### src/rtl/clock_enable_gen_pkg.sv
// Shared defaults, legal parameter ranges and helpers for the clock enable generator.
`ifndef CLOCK_ENABLE_GEN_PKG_SV
`define CLOCK_ENABLE_GEN_PKG_SV

// Selects channel i's divisor field out of the packed div_in bus.
`define CEG_DIV_SLICE(bus, i, w) bus[(i)*(w) +: (w)]

package clock_enable_gen_pkg;

  localparam int NCH_DEF         = 2;
  localparam int NCH_MIN         = 1;
  localparam int NCH_MAX         = 8;
  localparam int WIDTH_DEF       = 18;
  localparam int WIDTH_MIN       = 2;
  localparam int WIDTH_MAX       = 32;
  localparam int DEFAULT_DIV_DEF = 4;
  localparam int DEFAULT_DIV_MIN = 1;

  // A divisor of zero would never wrap, so it is treated as one.
  function automatic logic [31:0] eff_div(input logic [31:0] d);
    return (d == 32'd0) ? 32'd1 : d;
  endfunction

endpackage

`endif

### src/rtl/clock_enable_gen_chan.sv
// One divider channel: counter, registered tick/square outputs and a
// pending-divisor slot that is adopted only at a period boundary.
module clock_enable_chan
  import clock_enable_gen_pkg::*;
#(
  parameter int WIDTH       = WIDTH_DEF,
  parameter int DEFAULT_DIV = DEFAULT_DIV_DEF
) (
  input  logic             clk,
  input  logic             clr,
  input  logic             en,
  input  logic [WIDTH-1:0] div_in,
  input  logic             div_load,
  output logic             tick,
  output logic             sq,
  output logic             div_ack
);

  logic [WIDTH-1:0] div_act;
  logic [WIDTH-1:0] cnt;
  logic [WIDTH-1:0] pend;
  logic             pend_flag;
  logic             wrap;
  logic             adopt;

  // div_act is never zero (clamped on adoption), so div_act-1 cannot underflow.
  assign wrap  = en && (cnt == div_act - WIDTH'(1));
  assign adopt = pend_flag && (wrap || !en);

  always_ff @(posedge clk) begin
    if (clr) begin
      cnt       <= '0;
      div_act   <= WIDTH'(DEFAULT_DIV);
      pend      <= '0;
      pend_flag <= 1'b0;
      tick      <= 1'b0;
      sq        <= 1'b0;
      div_ack   <= 1'b0;
    end else begin
      tick    <= wrap;
      div_ack <= adopt;
      if (wrap)
        sq <= ~sq;

      if (adopt) begin
        div_act <= WIDTH'(eff_div(32'(pend)));
        cnt     <= '0;
      end else if (wrap) begin
        cnt <= '0;
      end else if (en) begin
        cnt <= cnt + WIDTH'(1);
      end

      // A load arriving on an adoption cycle becomes the next pending value.
      if (div_load) begin
        pend      <= div_in;
        pend_flag <= 1'b1;
      end else if (adopt) begin
        pend_flag <= 1'b0;
      end
    end
  end

endmodule

### src/rtl/clock_enable_gen.sv
// Array of NCH independent clock-enable divider channels sharing one clock.
module clock_enable_gen
  import clock_enable_gen_pkg::*;
#(
  parameter int NCH         = NCH_DEF,
  parameter int WIDTH       = WIDTH_DEF,
  parameter int DEFAULT_DIV = DEFAULT_DIV_DEF
) (
  input  logic                 clk,
  input  logic                 clr,
  input  logic [NCH-1:0]       en,
  input  logic [NCH*WIDTH-1:0] div_in,
  input  logic [NCH-1:0]       div_load,
  output logic [NCH-1:0]       tick,
  output logic [NCH-1:0]       sq,
  output logic [NCH-1:0]       div_ack
);

  if (NCH < NCH_MIN || NCH > NCH_MAX) begin : g_bad_nch
    $error("clock_enable_gen: NCH out of range");
  end
  if (WIDTH < WIDTH_MIN || WIDTH > WIDTH_MAX) begin : g_bad_width
    $error("clock_enable_gen: WIDTH out of range");
  end
  if (DEFAULT_DIV < DEFAULT_DIV_MIN ||
      longint'(DEFAULT_DIV) > ((64'd1 << WIDTH) - 64'd1)) begin : g_bad_div
    $error("clock_enable_gen: DEFAULT_DIV out of range");
  end

  for (genvar i = 0; i < NCH; i++) begin : g_chan
    clock_enable_chan #(
      .WIDTH       (WIDTH),
      .DEFAULT_DIV (DEFAULT_DIV)
    ) u_chan (
      .clk      (clk),
      .clr      (clr),
      .en       (en[i]),
      .div_in   (`CEG_DIV_SLICE(div_in, i, WIDTH)),
      .div_load (div_load[i]),
      .tick     (tick[i]),
      .sq       (sq[i]),
      .div_ack  (div_ack[i])
    );
  end

endmodule

### config.mk
export PLATFORM = sky130hd
export DESIGN_NAME = clock_enable_gen
export DESIGN_NICKNAME = d
export VERILOG_FILES = /design/src/rtl/clock_enable_gen_pkg.sv /design/src/rtl/clock_enable_gen_chan.sv /design/src/rtl/clock_enable_gen.sv
export SDC_FILE = /design/constraint.sdc
export NUM_CORES = 1
export LEC_CHECK = 0
export BUFFER_PORTS_ARGS = -buffer_cell sky130_fd_sc_hd__clkbuf_2
export CAP_MARGIN = 10
export CORE_MARGIN = 2
export CORE_UTILIZATION = 30
export CTS_BUF_LIST = sky130_fd_sc_hd__clkbuf_8
export DETAILED_ROUTE_END_ITERATION = 12
export PLACE_DENSITY_LB_ADDON = 0.05
export SLEW_MARGIN = 20
export SYNTH_ARGS = -nofsm -noshare
export SYNTH_HDL_FRONTEND = slang
export SYNTH_SLANG_ARGS = --single-unit
export TNS_END_PERCENT = 30
### constraint.sdc
create_clock -name clk -period 3.3 [get_ports clk]
set_clock_uncertainty 0.1 [all_clocks]
set_input_delay 0.33 -clock clk [delete_from_list [all_inputs] [get_ports clk]]
set_output_delay 0.33 -clock clk [all_outputs]
set_load 0.02 [all_outputs]
==> impl_results.md, run 1 <==
* Synth cell types at 68
* Largest net degree at the start of global routing at 55
* Synth area leaders: dfxtp_1 (35%), mux2i_1 (8.8%), xnor2_1 (5.4%)
* Num CTS Buffers at 17
* CTS root buf: clkbuf_8
* Mapped Cells at 800
* # setup viols final at 0
* Layout cells sized above 1 at 14.8%
* Detailed-route wire length per cell at 16.6 um
* Worst path required time at roughly 3.5 ns
* Async SR Flop Fraction at 0%
* Core area at 21800 sq um
* Mean Syn Cell Area at between 8 and 9 sq um
* Initial DRT Pass Iterations at 5
* Fin. max-slew vios at 0
* Dpl cell area at about 7200 sq um
* H-tree depth at 4
* Final instance area at 7760 sq um
* Io pins at 48
* Initial antenna violation count at 0
* Worst R2R Path Depth at 9
* Largest area contributor in the netlist: dfxtp_1
* #FFs+latches synth at 116
* Synth top cells by count: dfxtp_1 (116), nor2_1 (93), nand2_1 (90)
* DPL Wire Length at 13.3 mm
* Max Cap Violations at 0
* Crit path max fanout at 21
* Fmax at 315 MHz
* RSZ-0062 raised after global routing: no
* Period minus WS final at between 3 and 4 ns
* Area Growth Syn to Fin at 17.0%
* EDFF count, synth at 0
* Clock Pin Slew Worst Setup and Hold Paths at approximately 0.08 ns
* DIE HEIGHT at 153 um
* All-Layer GR Usage at 16.3%
* Register area share after synthesis at between 30% and 40%
* Fin worst setup slack at 0.127 ns
* Routed WL at ~19 mm
* Netlist Area Pre-Place at approximately 6600 sq um
* PortBufs at 47
* Global route overflow at 0
* Die width at 153 um
* Status: finished clean
* LEAKAGE at 3.00 nW
* Core Util, Final at 35.7%
* TritonCTS clock tree: built
* R2R setup slack at 0.13 ns
* Routed Antenna Nets at 0
* Hold slack at 0.0231 ns
* Critical Path AT at 3.41 ns
* Gpl congestion at 0.840
* Most frequent cell after synthesis: dfxtp_1
* Hold Crit Class: in -> reg
* Residual DRC at 0
* Via count at 5928
* Yosys Warn Count at 0
* Starting density of the core at slightly above 30%
* Peak VDD IR at about 0.00022 V
* Top FF cell, synth: dfxtp_1
* CP Launch Type: flip-flop
* Slew headroom at 52.1%
* Top-area cell type share of the netlist area at between 30% and 40%
* Kind of end point of the critical path: flip-flop
* Rows at 54
* Clock tree buffer depth at 2
* Die Area at 23300 sq um
* Period utilisation layout at 96.1%
* Vias/cell at 5.21
* Endpoints failing hold at 0
* PwrDens at 444 nW/um^2
* WS Path Type: reg -> reg
* Worst skew pair latency at roughly 0.45 ns
* Initial drt markers at 461
* Place WS at -0.0165 ns
* Fill count at 2299
* Syn_nets at about 850
* # diodes at 0
* Final #Nets at 890
* Worst slew pin tran at 0.712 ns
* Setup Fix Bufs, Post-CTS at 0
* Clock sinks at 116
* Vias in the first global route at approximately 5600
* First-pass GRT wire length at 30.6 mm
* Hold Path Stages at 3
## power by group
part           internal, mW  total (mW)  switching, mW
Clock                 0.723        1.39          0.669
Sequential             1.45        1.51         0.0611
Combinational         0.226       0.541          0.315
Total                  2.40        3.44           1.05
## routing by layer
| metal | GRT usage [%] | share of wire [%] | vias up |
|---|---|---|---|
| li1 | - | - | 2976 |
| met1 | 25.6 | 54 | 2782 |
| met2 | 21.8 | 40 | 155 |
| met3 | 3.78 | 4.9 | 15 |
| met4 | 4.32 | 0.99 | 0 |
| met5 | 0 | 0 | - |
## what timing repair did
item                                   in CTS  in global routing
setup endpoints to repair                   9                 38
resized for setup                           1                  6
pin swaps                                   0                  1
hold buffers                               16                  0
endpoints found under the hold margin      16                  0
## registers in the layout, indices dropped and copies added, names as in the netlist
name	flops
g_chan.u_chan.pend_flag	2
g_chan.u_chan.pend	36
g_chan.u_chan.tick	2
g_chan.u_chan.cnt	36
g_chan.u_chan.sq	2
g_chan.u_chan.div_ack	2
g_chan.u_chan.div_act	36
## layout make-up
| class | instances | area, sq um | area share [%] |
|---|---|---|---|
| well taps | 280 | 350 | 4.52 |
| clock inverters | 13 | 146 | 1.89 |
| repair buffers | 92 | 654 | 8.44 |
| flip-flops and latches | 116 | 2320 | 29.9 |
| clock buffers | 19 | 262 | 3.37 |
| inverters | 14 | 52.6 | 0.678 |
| multi-input cells | 603 | 3970 | 51.2 |
## cells by family after synthesis
group,count (synthesis),synth area share (%)
compound gates,121,13.6
xor+xnor,81,10.7
fa+ha+maj,4,0.755
buf+inv,81,5.34
flops,116,35.0
mux,58,8.75
simple gates,339,25.8
## cell usage in the layout, fill, tap and decap left out, types with 3 or more instances in the layout
cell type / instances
mux2i_1: 58
nor4_1: 22
nor3_1: 12
nand4_1: 18
inv_6: 5
a21o_1: 4
and2_1: 3
nand2b_1: 3
xor2_1: 40
o21ai_0: 10
dlygate4sd3_1: 16
a211oi_1: 22
nand3_1: 20
clkbuf_8: 19
clkbuf_2: 47
or2_2: 4
o311ai_1: 13
buf_12: 3
a21oi_1: 13
nand2_1: 90
nor3b_1: 3
xnor2_1: 41
nor2b_1: 6
or3_1: 5
a31oi_1: 19
or4_1: 23
and3_1: 19
o31ai_1: 3
and4_1: 5
dfxtp_1: 116
o211ai_1: 3
o311ai_0: 4
ha_1: 4
buf_4: 25
inv_1: 13
nor2_1: 93
## path summary, 6_finish.rpt
path                               startpoint                            to
setup / recovery  g_chan[0].u_chan.div_act[0]   g_chan[0].u_chan.div_act[6]
hold / removal                     div_in[27]      g_chan[1].u_chan.pend[9]
setup reg to reg  g_chan[0].u_chan.div_act[0]   g_chan[0].u_chan.div_act[6]
hold reg to reg     g_chan[1].u_chan.pend[15]  g_chan[1].u_chan.div_act[15]
## worst max-delay path, cell delays in order (launching register included)
cell and delay [ns]:
dfxtp_1 0.31, buf_4 0.16, or4_1 0.63, buf_4 0.20
and2_4 0.14, a211oi_2 0.19, nand3_1 0.10, or4_4 0.58
or4_1 0.54, o311ai_1 0.11
## metrics by stage
| step | power, mW | setup TNS [ns] | cells |
|---|---|---|---|
| 5_1_grt | 3.62 | 0 | 1137 |
| 6_report | 3.44 | 0 | 1137 |
| 2_1_floorplan | 1.88 | 0 | 800 |
| 3_5_place_dp | 2.06 | -0.0194 | 1089 |
| 4_1_cts | 3.48 | 0 | 1137 |
| 3_3_place_gp | 2.05 | 0 | 1089 |
Note: power is estimated with default switching activity, not from simulation.
==> run 2, diff against run 1 <==
- CORE_UTILIZATION: 30 -> 55
- CTS_BUF_LIST: sky130_fd_sc_hd__clkbuf_8 -> default
==> run 2 against run 1 <==
Compared with the run above:
- first-iteration DRC count rose by 12%
- sequential power barely moved
- final cell count fell by 14%
- register-to-register slack barely moved
==> impl_results.md, run 2 (same netlist as run 1, synthesis figures left out) <==
* Final instance area at ~7600 sq um
* Vias/cell at 5.99
* Routed WL at 16.5 mm
* Final #Nets at 864
* Kind of end point of the critical path: flip-flop
* Top Layer Used: met4
* Place WS at 0.0119 ns
* R2R setup slack at 0.13 ns
* DIE HEIGHT at 114 um
* Fill count at 1061
* PortBufs at 47
* Met3 WL post-DR at 1.05 mm
* Via count at 5862
* Min-Delay Endpoint: g_chan[0].u_chan.pend[17]
* Most frequent cells in the layout: dfxtp_1 (116), nor2_1 (93), nand2_1 (90), mux2i_1 (58), clkbuf_2 (47)
* Gpl congestion at 0.890
* Worst slew pin tran at between 0.7 and 0.8 ns
* Status: finished clean
* WS Path Type: reg -> reg
* Dpl cell area at 6930 sq um
* LEAKAGE at 2.98 nW
* Period minus WS final at 3.17 ns
* Critical Path AT at between 3 and 4 ns
* # diodes at 0
* Crit Reg-Reg Endpoint: g_chan[0].u_chan.cnt[12]
* Endpoints failing hold at 0
* CP Launch Type: flip-flop
* Rows at 40
* Initial drt markers at 516
* H-tree depth at 4
* Die Area at 13000 sq um
* Period utilisation layout at 96.2%
* CTS root buf: clkbuf_16
* RSZ-0062 raised after global routing: yes
* Reg-to-reg startpoint: g_chan[0].u_chan.div_act[2]
* Clock tree buffer depth at 2
* Final Non-Filler Cells at 978
* Fin worst setup slack at 0.125 ns
* Hold Path Stages at 3
* Wire length on met1 at 8.62 mm
* Global route overflow at 0
* Starting density of the core at 55.7%
* Fin. max-slew vios at 0
* Detailed-route wire length per cell at 16.9 um
* Core area at 11900 sq um
* DPL Wire Length at 11.4 mm
* # setup viols final at 0
* Layout cells sized above 1 at 14.1%
* PwrDens at 519 nW/um^2
* Vias in the first global route at 5293
* TritonCTS clock tree: built
* Largest regs: g_chan.u_chan.cnt: 36 flops, g_chan.u_chan.div_act: 36 flops, g_chan.u_chan.pend: 36 flops
* Initial DRT Pass Iterations at 5
* Dpl cells at around 950
* Largest net degree at the start of global routing at 86
* Routed Antenna Nets at 0
* All-Layer GR Usage at 26.5%
* First-pass GRT wire length at 27.4 mm
* Clock Pin Slew Worst Setup and Hold Paths at around 0.070 ns
* Num CTS Buffers at 17
* Most common cell after layout, fill and taps aside: dfxtp_1
* Max Cap Violations at 0
* Area Growth Syn to Fin at 14.0%
* Crit path max fanout at 21
* Peak VDD IR at 0.000435 V
* Clock sinks at 116
* Met2 WL post-DR at ~6.7 mm
* Residual DRC at 0
* Die width at 114 um
* Worst path required time at 3.46 ns
* HP Start: div_in[17]
* Fmax at 315 MHz
* Worst R2R Path Depth at 9
* Worst skew pair latency at 0.42 ns
* Initial antenna violation count at 0
* Slew headroom at 48.4%
* Io pins at 48
* Hold Crit Class: in -> reg
* Setup tns final at 0 ns
## run 2: worst max-delay path, cell delays in order, from the launching register on
cell and delay (ns):
dfxtp_1 0.40, or4_1 0.67, o211a_1 0.30, a21o_1 0.16
a2111oi_0 0.44, o211ai_1 0.19, buf_6 0.21, nor2_2 0.16
buf_4 0.26, a211oi_1 0.12
## run 2: final cells by class
cell class | count | area, sq um | share of cell area (%)
clock buffer | 18 | 439 | 5.81
clock inverter | 14 | 176 | 2.33
inverter | 14 | 52.6 | 0.695
multi-input combinational | 603 | 3970 | 52.5
sequential | 116 | 2320 | 30.7
tap | 147 | 184 | 2.43
timing repair buffer | 66 | 419 | 5.54
## run 2: worst max path at each step
| stage | startpoint | endpoint | slack [ns] |
|---|---|---|---|
| 2_1_floorplan | g_chan[1].u_chan.div_act[0] | g_chan[1].u_chan.cnt[10] | 0.17 |
| 3_3_place_gp | g_chan[0].u_chan.div_act[1] | g_chan[0].u_chan.div_act[16] | 0.23 |
| 3_5_place_dp | g_chan[0].u_chan.div_act[1] | g_chan[0].u_chan.div_act[16] | 0.01 |
| 4_1_cts | g_chan[0].u_chan.div_act[1] | g_chan[0].u_chan.div_act[16] | 0.10 |
| 5_1_grt | g_chan[0].u_chan.div_act[1] | g_chan[0].u_chan.cnt[10] | -0.01 |
| 6_report | g_chan[0].u_chan.div_act[2] | g_chan[0].u_chan.cnt[12] | 0.13 |
## run 2: power breakdown
| group | switching, mW | leakage [nW] | total (mW) | internal (mW) |
|---|---|---|---|---|
| registers | 0.0640 | 0.945 | 1.51 | 1.45 |
| logic | 0.294 | 1.73 | 0.497 | 0.203 |
| clock network | 0.701 | 0.297 | 1.91 | 1.21 |
## run 2: per-layer routing
| layer | vias to the layer above | global-route usage (%) |
|---|---|---|
| met5 | - | 0 |
| met2 | 191 | 36.6 |
| met1 | 2736 | 40.9 |
| li1 | 2921 | - |
| met3 | 14 | 5.79 |
| met4 | 0 | 7.48 |
## run 2: metrics by stage
step	util (%)	total power [mW]	hold slack, ns
floorplan	-	1.88	0.345
global placement	58.2	2.01	0.369
detailed placement	58.2	2.02	0.383
CTS	63.4	3.94	0.0331
global route	63.5	4.07	0.0450
finish	63.5	3.92	0.0434
## run 2: what timing repair did
action	CTS	global route
resized for setup	1	5
hold buffers	0	0
gates cloned	0	0
setup buffers	0	0
endpoints found under the setup margin	2	9
